## src/rtl/onehot_dispatch.sv

```systemverilog
// Binary-index to one-hot request dispatcher with a one-entry pending slot and ack-based completion.
// Optional ACTIVE abort after TIMEOUT cycles without ack when DISPATCH_TIMEOUT_EN is defined.
module onehot_dispatch #(
    parameter  int unsigned SEL_WIDTH = 2,
    parameter  int unsigned TIMEOUT   = 16,
    localparam int unsigned LANES     = 1 << SEL_WIDTH
) (
    input  logic                 clk,
    input  logic                 rst,
    input  logic                 in_valid,
    output logic                 in_ready,
    input  logic [SEL_WIDTH-1:0] in_sel,
    output logic [LANES-1:0]     req,
    input  logic [LANES-1:0]     ack,
    output logic                 busy,
    output logic                 done,
    output logic [SEL_WIDTH-1:0] done_sel,
    output logic                 timeout
);

    typedef enum logic {
        IDLE   = 1'b0,
        ACTIVE = 1'b1
    } state_t;

    if (TIMEOUT < 1) begin : g_bad_timeout
        $error("onehot_dispatch: TIMEOUT must be >= 1");
    end

    state_t               state_q,    state_d;
    logic                 p_valid_q,  p_valid_d;
    logic [SEL_WIDTH-1:0] p_sel_q,    p_sel_d;
    logic [SEL_WIDTH-1:0] cur_sel_q,  cur_sel_d;
    logic [LANES-1:0]     req_q,      req_d;
    logic                 done_q,     done_d;
    logic [SEL_WIDTH-1:0] done_sel_q, done_sel_d;
    logic                 timeout_q,  timeout_d;
    logic                 accept;

`ifdef DISPATCH_TIMEOUT_EN
    localparam int unsigned CNT_W = (TIMEOUT > 1) ? $clog2(TIMEOUT) : 1;
    logic [CNT_W-1:0] cnt_q, cnt_d;
`endif

    // in_ready depends only on registered state, never on in_valid or ack
    assign in_ready = !p_valid_q;
    assign accept   = in_valid && !p_valid_q;

    assign req      = req_q;
    assign busy     = (state_q == ACTIVE);
    assign done     = done_q;
    assign done_sel = done_sel_q;
    assign timeout  = timeout_q;

    always_ff @(posedge clk or posedge rst) begin
        if (rst) begin
            state_q    <= IDLE;
            p_valid_q  <= 1'b0;
            p_sel_q    <= '0;
            cur_sel_q  <= '0;
            req_q      <= '0;
            done_q     <= 1'b0;
            done_sel_q <= '0;
            timeout_q  <= 1'b0;
        end else begin
            state_q    <= state_d;
            p_valid_q  <= p_valid_d;
            p_sel_q    <= p_sel_d;
            cur_sel_q  <= cur_sel_d;
            req_q      <= req_d;
            done_q     <= done_d;
            done_sel_q <= done_sel_d;
            timeout_q  <= timeout_d;
        end
    end

`ifdef DISPATCH_TIMEOUT_EN
    always_ff @(posedge clk or posedge rst) begin
        if (rst) begin
            cnt_q <= '0;
        end else begin
            cnt_q <= cnt_d;
        end
    end
`endif

    always_comb begin
        state_d    = state_q;
        p_valid_d  = p_valid_q;
        p_sel_d    = p_sel_q;
        cur_sel_d  = cur_sel_q;
        req_d      = req_q;
        done_d     = 1'b0;
        done_sel_d = done_sel_q;
        timeout_d  = 1'b0;
`ifdef DISPATCH_TIMEOUT_EN
        cnt_d      = cnt_q;
`endif

        unique case (state_q)
            IDLE: begin
                if (p_valid_q) begin
                    req_d     = LANES'(1) << p_sel_q;
                    cur_sel_d = p_sel_q;
                    p_valid_d = 1'b0;
                    state_d   = ACTIVE;
`ifdef DISPATCH_TIMEOUT_EN
                    cnt_d     = '0;
`endif
                end
            end
            ACTIVE: begin
                // ack wins over a timeout landing on the same edge
                if (ack[cur_sel_q]) begin
                    req_d      = '0;
                    done_d     = 1'b1;
                    done_sel_d = cur_sel_q;
                    state_d    = IDLE;
                end
`ifdef DISPATCH_TIMEOUT_EN
                else if (cnt_q == CNT_W'(TIMEOUT - 1)) begin
                    req_d     = '0;
                    timeout_d = 1'b1;
                    state_d   = IDLE;
                end else begin
                    cnt_d = cnt_q + CNT_W'(1);
                end
`endif
            end
            default: begin
                state_d = IDLE;
            end
        endcase

        // accept needs an empty slot, launch needs a full one: never on the same edge
        if (accept) begin
            p_valid_d = 1'b1;
            p_sel_d   = in_sel;
        end
    end

endmodule

```

## config.mk

```make
export PLATFORM = sky130hd
export DESIGN_NAME = onehot_dispatch
export DESIGN_NICKNAME = d
export VERILOG_FILES = /design/src/rtl/onehot_dispatch.sv
export SDC_FILE = /design/constraint.sdc
export NUM_CORES = 1
export LEC_CHECK = 0
export ABC_AREA = 0
export BUFFER_PORTS_ARGS = -buffer_cell sky130_fd_sc_hd__clkbuf_2
export CORE_MARGIN = 1.5
export CORE_UTILIZATION = 30
export DETAILED_ROUTE_END_ITERATION = 16
export SLEW_MARGIN = 30
export SYNTH_ARGS = -nofsm -noshare
export SYNTH_HDL_FRONTEND = slang
export SYNTH_SLANG_ARGS = --single-unit
```

## constraint.sdc

```tcl
create_clock -name clk -period 1.5 [get_ports clk]
set_clock_uncertainty 0.15 [all_clocks]
set_input_delay 0 -clock clk [delete_from_list [all_inputs] [get_ports clk]]
set_output_delay 0 -clock clk [all_outputs]
set_load 0.005 [all_outputs]
```

==> results.txt <==
Entering global routing, the biggest net connects 14 pins. The die footprint is ~2100 um^2. Net switching is a little over a third of the power. The power share of the combinational group came out at around two fifths. The global-route usage over all layers came out at 11.2%. The final worst setup slack came out at around 63 ps. The net count of the mapped netlist came out at 58. Derived from the worst setup path, the maximum achievable clock frequency is 696 MHz. The number of hold-slack violations in the final timing report came to 0. Along the worst path, the maximum fanout reaches 4. In the global route stage, met1 resource usage came out at between 10% and 20%. At the end of routability-driven placement, the weighted congestion stood at 0.702.

STA classifies the critical path endpoint as a flop. The cell area after placement came out at 656 um^2. Among all cell types in the netlist, the one instantiated most often is sky130_fd_sc_hd__dfrtp_1. The data arrival at the endpoint of the critical path is 1450 ps. The area of the core came out at 1710 um^2. The number of antenna repair diodes is 0. The layer flagged by global routing as most heavily used is met2. The multi-input combinational cells in the finished layout cover a total of 195 um^2. Once layout is done, the placed cells without fillers occupy ~750 um^2.

The count of final setup violators is 0. The power after layout came out at 1.38 mW. The share of synthesized flip-flops with an asynchronous set or reset came out at between 90% and 100%. The cell-internal power is slightly below 0.9 mW. The sum of negative setup slack is 0 ps. In this run the worst hold path is classified as input pin to flop. The worst setup slack before clock tree synthesis came out at a little over 80 ps. The met3 usage is under 10%. Input and output buffers added on the ports amount to 17.

The slowest stage of the critical path is the sky130_fd_sc_hd__dfrtp_1 cell. In the routed layout, each cell is associated on average with a via count of ~4.2. The flow ran to the end, and the final reports show no timing, DRC or antenna violations. In the synthesized netlist the dominant register cell turns out to be sky130_fd_sc_hd__dfrtp_1. The final routed DRC violation total came out at 0. The maximum buffer depth of the clock tree came out at 2. Including well taps, the total number of placed cells is 90. The register clock-pin slew on the reported worst setup and hold paths came out at approximately 70 ps. The register bit total from synthesis is 13.

The clock drives 13 sinks. Subtracting the final worst setup slack from the clock period gives ~1400 ps. The vertical die dimension came out at about 46 um. The die boundary width is around 46 um.

The analysis attributes to cell leakage a power of roughly 0.37 nW. Traced cell by cell, the critical path runs through mux2i_1 -> o22ai_4 -> mux2_4. The post-synthesis instance area came out at 544 um^2. Ranked by total cell area, the synthesized netlist is headed by sky130_fd_sc_hd__dfrtp_1, sky130_fd_sc_hd__o32ai_1, sky130_fd_sc_hd__nand2_1.

Dividing the detail-routed wire length by the instance count gives just over 10 um. The overall routed net length is 1020 um. The count of non-filler cells in the finished layout came out at 100.

The clock latency reported for the late side of the worst-skew pair is about 270 ps. The post-DP HPWL is slightly above 700 um. The cell count after synthesis is between 40 and 50. The worst setup path is of the flop to flop kind. The first global-routing pass estimated 1610 um of wire. The number of antenna violations at the first check in global routing came out at 0. The number of max-capacitance violations reported came out at 0.

The number of global-route vias before repair came to 405. CTS built an H-tree with a depth of 1. The effective utilization at floorplan is a little under a third.

The met2 track demand over resource came out at a little under a fifth. The count of final max-slew check failures is 0. The layout filler cell count is 179. The portion of total power attributed to sequential cells came out at a little under half. The number of cell rows is 15.

Summing the sequential cell areas from Yosys gives 59.8% of the chip area. Setup repair after global routing left no endpoint under its margin. The synthesis-to-finish area growth came out at 37.0%. Clock tree synthesis inserted a total of 3 buffers.

The synthesized netlist contains 15 unique library cells. The number of placed I/O pins came out at 19. The part of the power in the clock network is between 15 and 20%.

Data on the critical path is required at its endpoint by 1520 ps. TritonCTS built the clock tree. The share of post-route cells with drive strength above 1 is between 30% and 40%.

The net switching power came out at a little under 0.5 mW. The warning count from the yosys run is 0. The largest voltage drop on the vdd net is 0.835 mV. The critical path's largest stage delay came out at between 400 and 500 ps. After the first detailed-routing iteration, the DRC count stood at 1.

In this run the clock root is driven by a sky130_fd_sc_hd__clkbuf_4. The total via count after detailed routing came out at 424. The number of enable flip-flop cells after synthesis is 0. The number of nets in the finished design is 85.

The remaining antenna violation count is 0. The final worst-path cycle share is a little over nine tenths. The worst setup path is launched from a flop.

The mean post-synth cell area is 11.1 um^2. The global route total overflow came out at 0. The share of the synthesized area in the top cell type came out at 59.8%.

Of all cell types, the one taking the most synthesized area is sky130_fd_sc_hd__dfrtp_1. Across the whole layout, storage elements account for 325 um^2. The cell area power density came out at 1850 nW/um^2. The number of iterations in the first detailed-routing pass came out at 4.

The commonest cells after synthesis are sky130_fd_sc_hd__dfrtp_1, sky130_fd_sc_hd__nand2_1, sky130_fd_sc_hd__o21ai_0.
==> sequential cells by signal, summed over array words and instances, names as in the netlist <==
name and count:
req 4, cur_sel_q 2, done_sel 2, p_sel_q 2, busy 1, done 1
p_valid_q 1
==> what timing repair did <==
action,CTS,global route
setup endpoints to repair,0,2
buffers inserted,0,0
hold buffers,6,0
resized for setup,0,1
endpoints found under the hold margin,17,0
==> metal layers <==
layer  vias to the layer above  wire [um]
met5                         -          0
met2                        12        477
li1                        219          -
met3                         2         46
met1                       191        486
met4                         0         11
==> cells by family (layout without fill, tap and decap cells) <==
kind of cell | Yosys count | after routing | synth area share (%)
compound gates | 12 | 12 | 17.0
simple gates | 14 | 14 | 11.0
other cells | 1 | 1 | 0.689
mux | 3 | 3 | 6.44
flops | 13 | 13 | 59.8
buf+inv | 6 | 32 | 5.06
==> cells in the final DEF, fill, tap and decap left out <==
master	n
sky130_fd_sc_hd__buf_4	1
sky130_fd_sc_hd__o32ai_1	4
sky130_fd_sc_hd__o21ai_0	6
sky130_fd_sc_hd__nand2b_1	2
sky130_fd_sc_hd__mux2i_1	1
sky130_fd_sc_hd__mux2i_2	1
sky130_fd_sc_hd__inv_1	4
sky130_fd_sc_hd__clkbuf_4	3
sky130_fd_sc_hd__conb_1	1
sky130_fd_sc_hd__nand2_1	9
sky130_fd_sc_hd__mux2_4	1
sky130_fd_sc_hd__dfrtp_1	13
sky130_fd_sc_hd__a21o_1	1
sky130_fd_sc_hd__dlygate4sd3_1	6
sky130_fd_sc_hd__clkbuf_1	1
sky130_fd_sc_hd__nor2b_1	1
sky130_fd_sc_hd__o22ai_4	1
sky130_fd_sc_hd__nor2_1	2
sky130_fd_sc_hd__clkbuf_2	17
==> path summary, 6_finish.rpt <==
| kind | depth (start not counted) | slack [ps] | to | from |
|---|---|---|---|---|
| max in group asynchronous | 3 | 750 | req[1]$_DFFE_PP0P_ | rst |
| hold / removal | 4 | 1 | done_sel[1]$_DFFE_PP0P_ | ack[0] |
| min in group asynchronous | 3 | 120 | done$_DFF_PP0_ | rst |
| hold reg to reg | 1 | 350 | req[0]$_DFFE_PP0P_ | p_sel_q[0]$_DFFE_PP0P_ |
| setup / recovery | 3 | 60 | done_sel[0]$_DFFE_PP0P_ | cur_sel_q[0]$_DFFE_PP0P_ |
| setup reg to reg | 3 | 60 | done_sel[0]$_DFFE_PP0P_ | cur_sel_q[0]$_DFFE_PP0P_ |
==> stage by stage <==
stage          hold slack [ps]  utilization, %
3_3_place_gp              -127            38.4
6_report                  1.20            43.7
4_1_cts                   13.7            43.4
2_1_floorplan             -273               -
5_1_grt                   39.9            43.7
3_5_place_dp              -118            38.4
==> final cells by class <==
class	count	area share, %
Sequential cell	13	43.6
Multi-Input combinational cell	30	26.2
Timing Repair Buffer	24	20.5
Tap cell	25	4.19
Clock buffer	4	3.52
Inverter	4	2.01
==> critical path, delay by kind of cell (launching register included) <==
family | cells | cell delay (ps)
flops | 1 | 430
compound gates | 1 | 120
mux | 2 | 630
==> power groups by stage <==
| stage | combinational (mW) | sequential, mW | clock [mW] |
|---|---|---|---|
| after floorplan | 0.346 | 0.618 | 0 |
| after global placement | 0.526 | 0.624 | 0 |
| after detailed placement | 0.533 | 0.628 | 0 |
| after CTS | 0.545 | 0.620 | 0.221 |
| after global routing | 0.610 | 0.644 | 0.240 |
| final | 0.545 | 0.621 | 0.211 |
Note: power is estimated with default switching activity, not from simulation.
